[src/rtl/melody_pkg.sv]
// Shared types and constants for the melody scheduler and its score ROM.
package melody_pkg;

  localparam int NOTE_W      = 5;
  localparam int DUR_W       = 3;
  localparam int SCORE_DEPTH = 64;
  localparam int ADDR_W      = $clog2(SCORE_DEPTH);

  localparam logic [NOTE_W-1:0] REST     = '0;
  localparam logic [7:0]        END_MARK = 8'hFF;

  typedef enum logic [2:0] {
    IDLE,
    FETCH,
    PLAY,
    PAUSED,
    BEEP
  } melody_state_t;

  // Score word layout: note in the upper five bits, beats-minus-one below.
  function automatic logic [7:0] score_entry(input logic [NOTE_W-1:0] n,
                                             input logic [DUR_W-1:0]  d);
    return {n, d};
  endfunction

endpackage

[src/rtl/score_rom.sv]
// 64x8 synchronous score ROM: data appears one clock after addr.
module score_rom
  import melody_pkg::*;
(
  input  logic              sys_CLK,
  input  logic [ADDR_W-1:0] addr,
  output logic [7:0]        data
);

  function automatic logic [7:0] rom_word(input logic [ADDR_W-1:0] a);
    case (a)
      6'd0:    rom_word = score_entry(5'd3, 3'd1);
      6'd1:    rom_word = score_entry(5'd5, 3'd0);
      default: rom_word = END_MARK;
    endcase
  endfunction

  always_ff @(posedge sys_CLK) begin
    data <= rom_word(addr);
  end

endmodule

[src/rtl/melody_scheduler.sv]
// Walks the score ROM beat by beat, driving a tone generator, with pause,
// looping and a one-shot beep that preempts the song without losing its place.
module melody_scheduler
  import melody_pkg::*;
#(
  parameter int BEAT_DIV = 12_500_000,
  parameter int BEEP_CYC = 12_500_000
) (
  input  logic              sys_CLK,
  input  logic              rst_n,
  input  logic              start,
  input  logic              stop,
  input  logic              pause,
  input  logic              loop_en,
  input  logic              beep_req,
  input  logic [NOTE_W-1:0] beep_note,
  output logic [NOTE_W-1:0] note,
  output logic              audio_en,
  output logic [ADDR_W-1:0] pos,
  output logic              playing,
  output logic              beep_ack,
  output logic              done
);

  localparam int BEAT_W = (BEAT_DIV > 1) ? $clog2(BEAT_DIV) : 1;
  localparam int BEEP_W = (BEEP_CYC > 1) ? $clog2(BEEP_CYC) : 1;
  localparam logic [BEAT_W-1:0] BEAT_LAST = BEAT_W'(BEAT_DIV - 1);
  localparam logic [BEEP_W-1:0] BEEP_LAST = BEEP_W'(BEEP_CYC - 1);

  melody_state_t     state;
  melody_state_t     ret_state;
  logic              fetch_wait;
  logic [BEAT_W-1:0] beat_cnt;
  logic [BEEP_W-1:0] beep_cnt;
  logic [3:0]        remaining;
  logic [NOTE_W-1:0] song_note;
  logic [7:0]        rom_data;
  logic [NOTE_W-1:0] rom_note;
  logic [DUR_W-1:0]  rom_dur;
  logic              beat_tick;

  score_rom u_score_rom (
    .sys_CLK (sys_CLK),
    .addr    (pos),
    .data    (rom_data)
  );

  assign rom_note  = rom_data[7:3];
  assign rom_dur   = rom_data[2:0];
  assign beat_tick = (beat_cnt == BEAT_LAST);

  // Beep handshake: beep_req is a level sampled every cycle but only honoured
  // in IDLE or PLAY; acceptance is signalled by a single-cycle beep_ack in the
  // first BEEP cycle, and requests seen anywhere else are dropped silently.
  always_ff @(posedge sys_CLK or negedge rst_n) begin
    if (!rst_n) begin
      state      <= IDLE;
      ret_state  <= IDLE;
      fetch_wait <= 1'b0;
      beat_cnt   <= '0;
      beep_cnt   <= '0;
      remaining  <= '0;
      song_note  <= REST;
      pos        <= '0;
      note       <= REST;
      audio_en   <= 1'b0;
      playing    <= 1'b0;
      beep_ack   <= 1'b0;
      done       <= 1'b0;
    end else begin
      beep_ack <= 1'b0;
      done     <= 1'b0;
      if (stop) begin
        state      <= IDLE;
        fetch_wait <= 1'b0;
        beat_cnt   <= '0;
        beep_cnt   <= '0;
        remaining  <= '0;
        song_note  <= REST;
        pos        <= '0;
        note       <= REST;
        audio_en   <= 1'b0;
        playing    <= 1'b0;
      end else begin
        case (state)
          IDLE: begin
            if (start) begin
              state      <= FETCH;
              fetch_wait <= 1'b0;
              pos        <= '0;
              beat_cnt   <= '0;
              playing    <= 1'b1;
            end else if (beep_req) begin
              state     <= BEEP;
              ret_state <= IDLE;
              note      <= beep_note;
              audio_en  <= 1'b1;
              beep_ack  <= 1'b1;
              beep_cnt  <= '0;
            end
          end

          // First FETCH cycle addresses the ROM; the second sees its data.
          FETCH: begin
            if (!fetch_wait) begin
              fetch_wait <= 1'b1;
            end else begin
              fetch_wait <= 1'b0;
              if (rom_data == END_MARK) begin
                if (loop_en) begin
                  pos <= '0;
                end else begin
                  state     <= IDLE;
                  done      <= 1'b1;
                  pos       <= '0;
                  song_note <= REST;
                  note      <= REST;
                  audio_en  <= 1'b0;
                  playing   <= 1'b0;
                end
              end else begin
                state     <= PLAY;
                song_note <= rom_note;
                note      <= rom_note;
                audio_en  <= (rom_note != REST);
                remaining <= {1'b0, rom_dur} + 4'd1;
              end
            end
          end

          PLAY: begin
            if (beep_req) begin
              state     <= BEEP;
              ret_state <= PLAY;
              note      <= beep_note;
              audio_en  <= 1'b1;
              beep_ack  <= 1'b1;
              beep_cnt  <= '0;
            end else if (pause) begin
              state    <= PAUSED;
              audio_en <= 1'b0;
            end else if (beat_tick) begin
              beat_cnt <= '0;
              if (remaining == 4'd1) begin
                state      <= FETCH;
                fetch_wait <= 1'b0;
                pos        <= pos + 6'd1;
              end else begin
                remaining <= remaining - 4'd1;
              end
            end else begin
              beat_cnt <= beat_cnt + 1'b1;
            end
          end

          PAUSED: begin
            if (!pause) begin
              state    <= PLAY;
              audio_en <= (song_note != REST);
            end
          end

          // Song note, remaining beats and beat phase are untouched while beeping.
          BEEP: begin
            if (beep_cnt == BEEP_LAST) begin
              state    <= ret_state;
              note     <= (ret_state == PLAY) ? song_note : REST;
              audio_en <= (ret_state == PLAY) && (song_note != REST);
              playing  <= (ret_state == PLAY);
            end else begin
              beep_cnt <= beep_cnt + 1'b1;
            end
          end

          default: state <= IDLE;
        endcase
      end
    end
  end

endmodule

[config.mk]
export PLATFORM = sky130hd
export DESIGN_NAME = melody_scheduler
export DESIGN_NICKNAME = d
export VERILOG_FILES = /design/src/rtl/melody_pkg.sv /design/src/rtl/score_rom.sv /design/src/rtl/melody_scheduler.sv
export SDC_FILE = /design/constraint.sdc
export NUM_CORES = 1
export LEC_CHECK = 0
export CAP_MARGIN = 5
export CORE_ASPECT_RATIO = 1.1
export CORE_MARGIN = 5
export CORE_UTILIZATION = 40
export DETAILED_ROUTE_END_ITERATION = 10
export DONT_BUFFER_PORTS = 1
export PLACE_DENSITY = 0.57
export SKIP_LAST_GASP = 1
export SYNTH_ARGS = -nofsm -noshare
export SYNTH_HDL_FRONTEND = slang
export SYNTH_HIERARCHICAL = 1
export SYNTH_SLANG_ARGS = --single-unit
[constraint.sdc]
create_clock -name sys_CLK -period 2.5 [get_ports sys_CLK]
set_input_delay 0.125 -clock sys_CLK [delete_from_list [all_inputs] [get_ports sys_CLK]]
set_output_delay 0.125 -clock sys_CLK [all_outputs]
set_load 0.01 [all_outputs]
==> impl_metrics.yaml, run 1 <==
clock_network:
  clock_path_buffers: 2
  clock_latency_ns: 0.35
  cts_tree: "built"
  clock-sinks: 80
  cts_root_buf: "clkbuf_16"
  clkTransAtPathRegs_ns: 0.06
  htree_levels: 3
  cts_inserted_buffers: 9
worst_hold_path:
  hold_class: "in -> reg"
sta:
  setup_ws_ns: 0.01134
  period_minus_slack_ns: 2.489
  setup_viol: 0
  slew_violations: 0
  finalSetupTns_ns: 0
  max_freq_ghz: 0.4018
  rsz0062_at_grt: "true"
  fin_crit_sh_pct: 99.55
  hold_viol: 0
  worst_slew_pin_slew_ns: 0.5091
  relSlewSlack_pct: 65.18
  fin_skew_ns: 0.006407
global_routing:
  grt_util_met3_pct: 4.956
  grtUsageTotal_pct: 18.73
  antenna_found_initial: 0
  grt_max_degree: 78
  grt.busiest_layer: "met2"
  grt_overflow_total: 0
  grt.met1_usage_pct: 24.01
  first_global_vias: 4123
  use_met2_pct: 30.67
  grt_pass1_wl_microns: 21120
setup_path:
  critical_path.startpoint_type: "flip-flop"
  critical_path_required_ns: 2.73
  path_max_fanout: 5
  crit_slowest_cell: "or4b_1"
  slowest_delay_ns: 0.52
  path_buf_inv: 1
  critPathKind: "reg -> reg"
  path_cells: "or4b_1, or4_4, o31ai_4, buf_6, nor2_4, a2111oi_4, mux2_4"
  end_kind: "flip-flop"
  critPathArrivalTime_ns: 2.72
  crit_family: "simple AND/OR/NAND/NOR gates"
cells_and_area:
  area_delta_synth_final_pct: 19.33
  utilization_pct: 48.85
  nets: 604
  drive_gt1_share_pct: 15.91
  fin_area_sq_um: 5638
  antennaDiodeCount: 0
routing:
  post_drt_wl_per_cell_microns: 17.03
  drt-total-wl_microns: 12620
  via_per_inst: 5.860
  postRouteAntennaNets: 0
  drc_errors: 0
  routed-via-count: 4342
  drtIter0Drc: 394
  drt_pass1_iterations: 5
place:
  dpl_worst_slack_ns: 0.008389
  placed_cell_area_sq_um: 5185
  port_buffers: 0
  hpwl_microns: 8804
  place.gp.congestion: 0.8998
logic_synthesis:
  synth_top_area_cell: "dfrtp_1"
  ys_ff_latch: 80
  synthTopCellsByCount: "dfrtp_1, nand2_1, o21ai_0"
  ys_seq_area_share_pct: 42.06
  synth.avg_cell_area_sq_um: 8.621
  synthArstFlopShare_pct: 96.25
  synth_fp_nets: 566
  yosys.area.top_type_share_pct: 40.78
  yosysMostFrequentCell: "dfrtp_1"
  yosysUniqueCellTypes: 68
  synth_area_sq_um: 4725
  synth_area_leaders: "dfrtp_1, o21ai_0, nand2_1"
  synth_top_flop_cell: "dfrtp_1"
  yosysWarnings: 6
  synth-edff-count: 0
  syn-instance-count: 548
run_status:
  status: "completed"
floorplanning:
  io_pins: 27
  die_x_microns: 113.6
  core_area_sq_um: 11540
  die_area_sq_um: 14090
  die_h_microns: 124.0
  rows: 41
  initial_core_util_pct: 40.93
power_and_ir_drop:
  powerDensity_nw_per_um2: 764.4
  switching_share_pct: 33.16
  clkPwrFrac_pct: 33.4
  seqPwrFrac_pct: 36.8
  power_w: 0.004310
  switching_power_w: 0.001429
  p_int_w: 0.002881
  worst_ir_drop_vdd_v: 0.0003421
  p_leak_nw: 2.338
  pwr-share-comb_pct: 29.8
flow_run:
  drv_cap: 0
[metal layers]
metal	vias up	wire (microns)	part of all wire [%]
li1	2092	-	-
met1	2107	5618	45
met2	117	6081	48
met3	26	615	4.9
met4	0	303	2.4
met5	-	0	0
[through the flow]
stage               std cells  hold WS (ns)
finish                    741      0.009443
CTS                       739      0.002214
global route              741      0.008782
floorplan                 548       -0.1706
detailed placement        717       -0.1683
global placement          717       -0.1683
[logic make-up after synthesis]
group	share of synthesized area, %
flops	42.06
mux	1.880
buf+inv	3.257
other cells	0.07937
simple gates	27.46
fa+ha+maj	1.589
xor+xnor	2.595
compound gates	21.08
[state kept, by name (all words and copies together), names as in the netlist]
signal            count
audio_en              1
beat_cnt             24
beep_ack              1
beep_cnt             24
done                  1
fetch_wait            1
note                  5
playing               1
pos                   6
remaining             4
ret_state             1
song_note             5
state                 3
u_score_rom/data      3
[worst register-to-register path: cells and delay by family, from the launching register on]
family,cells,cell delay [ns]
AO/OA/AOI/OAI,2,0.50
buffers and inverters,1,0.16
flip-flops,1,0.37
multiplexers,1,0.33
AND/OR/NAND/NOR,3,1.01
[worst paths after layout]
kind | startpoint | to | slack, ns | depth (start not counted)
worst max-delay path | beat_cnt[9] | state[0] | 0.01 | 7
worst min-delay path | start | audio_en | 0.009 | 2
worst max register to register | beat_cnt[9] | state[0] | 0.01 | 7
worst min register to register | beep_cnt[18] | beep_cnt[18] | 0.52 | 1
max in group asynchronous | rst_n | beat_cnt[15] | 1.80 | 2
min in group asynchronous | rst_n | pos[5] | 0.31 | 2
[area by class of cell]
cell class / instances / area [sq um]
clock inverters: 6 / 82.58
multi-input cells: 432 / 2659
repair buffers: 52 / 440.4
well taps: 150 / 187.7
fillers: 1095 / 5904
clock buffers: 10 / 239.0
flip-flops and latches: 80 / 1988
inverters: 11 / 41.29
[layout by cell type (no fill, tap or decap), types with 3 or more instances in the layout]
| cell type | count |
|---|---|
| a21oi_1 | 25 |
| o21ai_1 | 4 |
| and4_1 | 4 |
| a21o_1 | 6 |
| a22oi_1 | 5 |
| and3_1 | 9 |
| inv_1 | 11 |
| o211ai_1 | 3 |
| ha_1 | 6 |
| nand3_1 | 33 |
| xnor2_1 | 7 |
| nor2b_1 | 5 |
| dfrtp_1 | 76 |
| clkinv_2 | 3 |
| a22o_1 | 5 |
| dlygate4sd3_1 | 4 |
| o21ai_0 | 52 |
| a221oi_1 | 5 |
| nor3_1 | 12 |
| a31oi_1 | 4 |
| nand4_1 | 14 |
| nor2_1 | 53 |
| o31ai_1 | 12 |
| dfxtp_1 | 3 |
| nor4b_1 | 3 |
| o21a_1 | 3 |
| nor4_1 | 6 |
| nand2b_1 | 9 |
| and2_1 | 5 |
| o41ai_1 | 3 |
| or4_1 | 4 |
| buf_4 | 44 |
| or3_1 | 5 |
| nand2_1 | 67 |
| nor3b_1 | 3 |
| mux2_2 | 5 |
| xor2_1 | 7 |
| clkbuf_16 | 9 |
[power by group through the flow]
| stage | logic, W | registers [W] | clock network [W] |
|---|---|---|---|
| floorplan | 0.000851 | 0.00154 | 0 |
| global placement | 0.00116 | 0.00161 | 0 |
| detailed placement | 0.00118 | 0.00161 | 0 |
| CTS | 0.00123 | 0.00159 | 0.00147 |
| global route | 0.00141 | 0.00161 | 0.00152 |
| finish | 0.00128 | 0.00159 | 0.00144 |
[what timing repair did]
action / CTS / global route
pin swaps: 1 / 0
endpoints found under the setup margin: 4 / 14
hold buffers: 5 / 0
endpoints found under the hold margin: 85 / 0
setup buffers: 1 / 2
resized for setup: 1 / 13
Power figures use the tool's default switching activity.
==> run 2: changes to the inputs <==
--- a/config.mk
+++ b/config.mk
@@ -15,5 +15,4 @@
 export SKIP_LAST_GASP = 1
 export SYNTH_ARGS = -nofsm -noshare
 export SYNTH_HDL_FRONTEND = slang
-export SYNTH_HIERARCHICAL = 1
 export SYNTH_SLANG_ARGS = --single-unit
==> impl_metrics.yaml, run 2 <==
run_status:
  status: "completed"
clock_network:
  clock_latency_ns: 0.34
  cts_inserted_buffers: 9
  clock_path_buffers: 2
  clkTransAtPathRegs_ns: 0.06
  cts_root_buf: "clkbuf_16"
  clock-sinks: 79
  cts_tree: "built"
  htree_levels: 3
power_and_ir_drop:
  powerDensity_nw_per_um2: 663.1
  power_w: 0.003472
  worst_ir_drop_vdd_v: 0.0004568
  p_leak_nw: 2.192
place:
  hpwl_microns: 7871
  dpl_worst_slack_ns: 0.1272
  port_buffers: 0
  place.gp.congestion: 0.8514
  placed_cell_area_sq_um: 4843
logic_synthesis:
  synth_top_flop_cell: "dfrtp_1"
  synthTopCellsByCount: "dfrtp_1, nor2_1, nand2_1"
  ys_seq_area_share_pct: 42.60
  yosysMostFrequentCell: "dfrtp_1"
  ys_ff_latch: 79
  synth_top_area_cell: "dfrtp_1"
  synth-edff-count: 0
  synth_area_sq_um: 4606
  yosysWarnings: 0
  synth_fp_nets: 526
  syn-instance-count: 505
  yosysUniqueCellTypes: 69
  synth.avg_cell_area_sq_um: 9.120
  yosys.area.top_type_share_pct: 41.29
  synth_area_leaders: "dfrtp_1, nor2_1, xor2_1"
  synthArstFlopShare_pct: 96.20
setup_path:
  rr_endpoint: "beep_cnt[22]"
  rr_worst_depth: 7
  slowest_delay_ns: 0.44
  critPathArrivalTime_ns: 2.58
  crit_slowest_cell: "or4_1"
  ff2ff_setup_slack_ns: 0.18
  path_max_fanout: 14
  critical_path_required_ns: 2.76
  path_cells: "ha_1, and4_1, and3_1, and2_1, a21o_1, or4_1, a21oi_1"
  critical_path.startpoint_type: "flip-flop"
  r2r-start: "beep_cnt[0]"
  critPathCapture: "beep_cnt[22]"
  critPathKind: "reg -> reg"
  crit_start: "beep_cnt[0]"
  end_kind: "flip-flop"
cells_and_area:
  top_regs: "beat_cnt x24, beep_cnt x24, pos x6"
  final_cell_mix: "dfrtp_1, nor2_1, nand2_1"
  final_common_cell: "dfrtp_1"
  regArea_sq_um: 1962
  utilization_pct: 45.98
  final.fill_count: 1114
  antennaDiodeCount: 0
  drive_gt1_share_pct: 10.98
  area_delta_synth_final_pct: 13.69
  nets: 544
  fin_area_sq_um: 5236
  multi_input_area_sq_um: 2489
floorplanning:
  die_area_sq_um: 13760
  die_x_microns: 112.3
  core_area_sq_um: 11390
  initial_core_util_pct: 40.44
  io_pins: 27
  die_h_microns: 122.5
  rows: 41
routing:
  drc_errors: 0
  drt_pass1_iterations: 4
  drtIter0Drc: 354
  via_per_inst: 5.699
  postRouteAntennaNets: 0
  post_drt_wl_per_cell_microns: 16.74
  drt-total-wl_microns: 11350
  routed-via-count: 3864
global_routing:
  grtUsageTotal_pct: 17.36
  grt_overflow_total: 0
  first_global_vias: 3788
  antenna_found_initial: 0
  grt_pass1_wl_microns: 19260
  grt_max_degree: 77
sta:
  period_minus_slack_ns: 2.323
  rsz0062_at_grt: "false"
  setup_viol: 0
  fin_skew_ns: 0.009465
  slew_violations: 0
  max_freq_ghz: 0.4305
  worst_slew_pin_slew_ns: 0.5280
  setup_ws_ns: 0.1769
  hold_viol: 0
  finalSetupTns_ns: 0
  fin_crit_sh_pct: 92.93
  relSlewSlack_pct: 64.48
worst_hold_path:
  worstHoldStart: "beep_note[3]"
  hold_class: "in -> reg"
flow_run:
  drv_cap: 0
[run 2: cell count changes in the layout (fill, tap and decap cells not counted), sizes merged, moves of 5 or more]
cell | previous run | this run
buf | 48 | 22
mux2i | 1 | 6
inv | 11 | 19
nor2 | 55 | 61
nand2 | 68 | 44
o21ai | 57 | 33
xor2 | 7 | 20
nand3 | 33 | 21
a41oi | 0 | 5
o31ai | 14 | 8
[run 2: cells by family after synthesis]
| logic type | after synthesis | share of synthesized area [%] |
|---|---|---|
| AOI/OAI and AO/OA | 108 | 15.51 |
| muxes | 12 | 2.771 |
| adders and majority gates | 9 | 2.445 |
| and+or+nand+nor | 230 | 27.79 |
| buffers and inverters | 39 | 3.559 |
| DFF | 79 | 42.60 |
| xor gates and xnor gates | 28 | 5.325 |
[run 2: layout make-up]
cell class	instances	area share, %
clock buffer	11	4.444
clock inverter	5	1.123
inverter	19	1.362
multi-input combinational	387	47.53
sequential	79	37.47
tap	150	3.584
timing repair buffer	27	4.492
[run 2: how the worst min path moves through the flow]
| stage | to | slack (ns) | cells past startpoint |
|---|---|---|---|
| after floorplan | audio_en | -0.17 | 0 |
| after global placement | pos[2] | -0.17 | 0 |
| after detailed placement | pos[2] | -0.17 | 0 |
| after CTS | note[3] | 0.008 | 2 |
| after global routing | note[4] | 0.03 | 2 |
| final | note[3] | 0.01 | 2 |
[run 2: routing by layer]
layer	share of wire, %	global-route usage (%)	up-vias
met4	1.2	5.560	0
li1	-	-	1879
met1	47	23.64	1896
met3	4.1	4.191	10
met2	48	27.38	79
met5	0	0	-
[run 2: critical path, delay by kind of cell, from the launching register on]
kind                     cells  cell delay (ns)
AO/OA/AOI/OAI                2             0.50
adder cells (fa/ha/maj)      1             0.25
AND/OR/NAND/NOR              4             1.07
flip-flops                   1             0.42
[run 2: per-stage QoR]
stage | instances | hold WS (ns)
after global placement | 654 | -0.1686
after global routing | 678 | 0.02796
after floorplan | 505 | -0.1706
final | 678 | 0.01407
after CTS | 676 | 0.008136
after detailed placement | 654 | -0.1684
[run 2: what timing repair did]
item | in CTS | in global routing
hold buffers | 6 | 0
hold endpoints to repair | 89 | 0
setup buffers | 0 | 2
setup endpoints to repair | 0 | 9
gates resized for setup | 0 | 4
[run 2: where the power goes]
part	leakage [nW]	internal, W	total [W]	switching (W)
logic	0.983	0.000273	0.000683	0.000411
clock network	0.136	0.000774	0.00130	0.000529
registers	1.07	0.00137	0.00149	0.000121
==> run 3: changes to the inputs <==
--- a/config.mk
+++ b/config.mk
@@ -8,10 +8,10 @@
 export CAP_MARGIN = 5
 export CORE_ASPECT_RATIO = 1.1
 export CORE_MARGIN = 5
-export CORE_UTILIZATION = 40
+export CORE_UTILIZATION = 64
 export DETAILED_ROUTE_END_ITERATION = 10
 export DONT_BUFFER_PORTS = 1
-export PLACE_DENSITY = 0.57
+export PLACE_DENSITY = 0.81
 export SKIP_LAST_GASP = 1
 export SYNTH_ARGS = -nofsm -noshare
 export SYNTH_HDL_FRONTEND = slang
==> constraint.sdc (replaced) <==
create_clock -name sys_CLK -period 2.3 [get_ports sys_CLK]
set_input_delay 0.115 -clock sys_CLK [delete_from_list [all_inputs] [get_ports sys_CLK]]
set_output_delay 0.115 -clock sys_CLK [all_outputs]
set_load 0.01 [all_outputs]
==> impl_metrics.yaml, run 3 (synthesis results as in run 2) <==
global_routing:
  antenna_found_initial: 0
  grt_pass1_wl_microns: 18520
  grtUsageTotal_pct: 24.71
  grt_max_degree: 77
  grt_overflow_total: 0
  first_global_vias: 3959
sta:
  fin_crit_sh_pct: 99.41
  worst_slew_pin_slew_ns: 0.6862
  hold_viol: 0
  period_minus_slack_ns: 2.286
  fin_skew_ns: 0.01183
  relSlewSlack_pct: 54.25
  whs_ns: 0.02513
  setup_viol: 0
  finalSetupTns_ns: 0
  rsz0062_at_grt: "true"
  slew_violations: 0
  max_freq_ghz: 0.4374
flow_run:
  drv_cap: 0
cells_and_area:
  nets: 557
  top_regs: "beat_cnt x24, beep_cnt x24, pos x6"
  final_cell_mix: "dfrtp_1, nor2_1, nand2_1"
  fin_area_sq_um: 5210
  area_delta_synth_final_pct: 13.12
  antennaDiodeCount: 0
  drive_gt1_share_pct: 14.05
  final_common_cell: "dfrtp_1"
  stdcell_count: 626
worst_hold_path:
  hold_class: "in -> reg"
floorplanning:
  core_area_sq_um: 7007
  io_pins: 27
  initial_core_util_pct: 65.73
  rows: 32
  die_x_microns: 90.89
  die_area_sq_um: 8995
  die_h_microns: 98.97
clock_network:
  clock-sinks: 79
  htree_levels: 3
  cts_root_buf: "clkbuf_8"
  clock_latency_ns: 0.36
  clock_path_buffers: 2
  clkTransAtPathRegs_ns: 0.09
  cts_tree: "built"
  cts_inserted_buffers: 9
power_and_ir_drop:
  p_leak_nw: 2.213
  powerDensity_nw_per_um2: 664.5
  power_w: 0.003462
  worst_ir_drop_vdd_v: 0.0006053
setup_path:
  r2r-start: "beat_cnt[1]"
  critical_path_required_ns: 2.54
  critical_path.startpoint_type: "flip-flop"
  critPathCapture: "state[1]"
  rr_endpoint: "state[1]"
  end_kind: "flip-flop"
  ff2ff_setup_slack_ns: 0.01
  critPathKind: "reg -> reg"
  path_max_fanout: 4
  critPathArrivalTime_ns: 2.53
  crit_start: "beat_cnt[1]"
  rr_worst_depth: 7
place:
  dpl.cell_count: 598
  place.gp.congestion: 0.9145
  placed_cell_area_sq_um: 4830
  port_buffers: 0
  hpwl_microns: 7474
routing:
  drt-total-wl_microns: 11010
  post_drt_wl_per_cell_microns: 17.59
  via_per_inst: 6.420
  routed-via-count: 4019
  drt_pass1_iterations: 5
  postRouteAntennaNets: 0
  drc_errors: 0
  drtIter0Drc: 234
run_status:
  status: "completed"
## run 3: cell type report
type	count	area [sq um]
multi-input cells	387	2519
flip-flops and latches	79	1962
fillers	488	1797
repair buffers	40	341.6
clock buffers	10	137.6
well taps	85	106.4
inverters	19	75.07
clock inverters	6	68.82
## run 3: metal layers
metal	up-vias	global-route usage [%]	part of all wire (%)
met1	1951	31.99	43
met3	24	4.733	6.4
li1	1901	-	-
met2	143	41.48	49
met4	0	8.691	1.4
met5	-	0	0
## run 3: where the power goes
group          internal, W  switching, W
clock network     0.000534      0.000544
registers          0.00148      0.000142
logic             0.000322      0.000439
## run 3: critical path, cell delays in order (launching register included)
cell	delay, ns
dfrtp_1	0.41
ha_4	0.16
nand4_1	0.09
or4_4	0.53
nor4_4	0.34
nor4_2	0.09
nor4_4	0.19
mux2_1	0.36
## run 3: worst min-delay path by stage
| stage | startpoint | to | depth (start not counted) |
|---|---|---|---|
| 3_5_place_dp | rst_n | pos[1] | 0 |
| 3_3_place_gp | rst_n | pos[1] | 0 |
| 2_1_floorplan | rst_n | audio_en | 0 |
| 4_1_cts | stop | remaining[1] | 3 |
| 6_report | stop | remaining[1] | 3 |
| 5_1_grt | stop | remaining[1] | 3 |
## run 3: repair_timing
item	4_1_cts	5_1_grt
endpoints found under the hold margin	92	0
hold buffers	8	0
pin swaps	1	2
buffers inserted	0	4
setup endpoints to repair	2	49
gates resized for setup	0	13
## run 3: through the flow
| step | worst slack [ns] | utilization, % |
|---|---|---|
| global route | -0.1013 | 74.36 |
| global placement | 0.03780 | 68.93 |
| CTS | 0.01146 | 73.27 |
| floorplan | 0.07990 | - |
| finish | 0.01350 | 74.36 |
| detailed placement | -0.02579 | 68.93 |
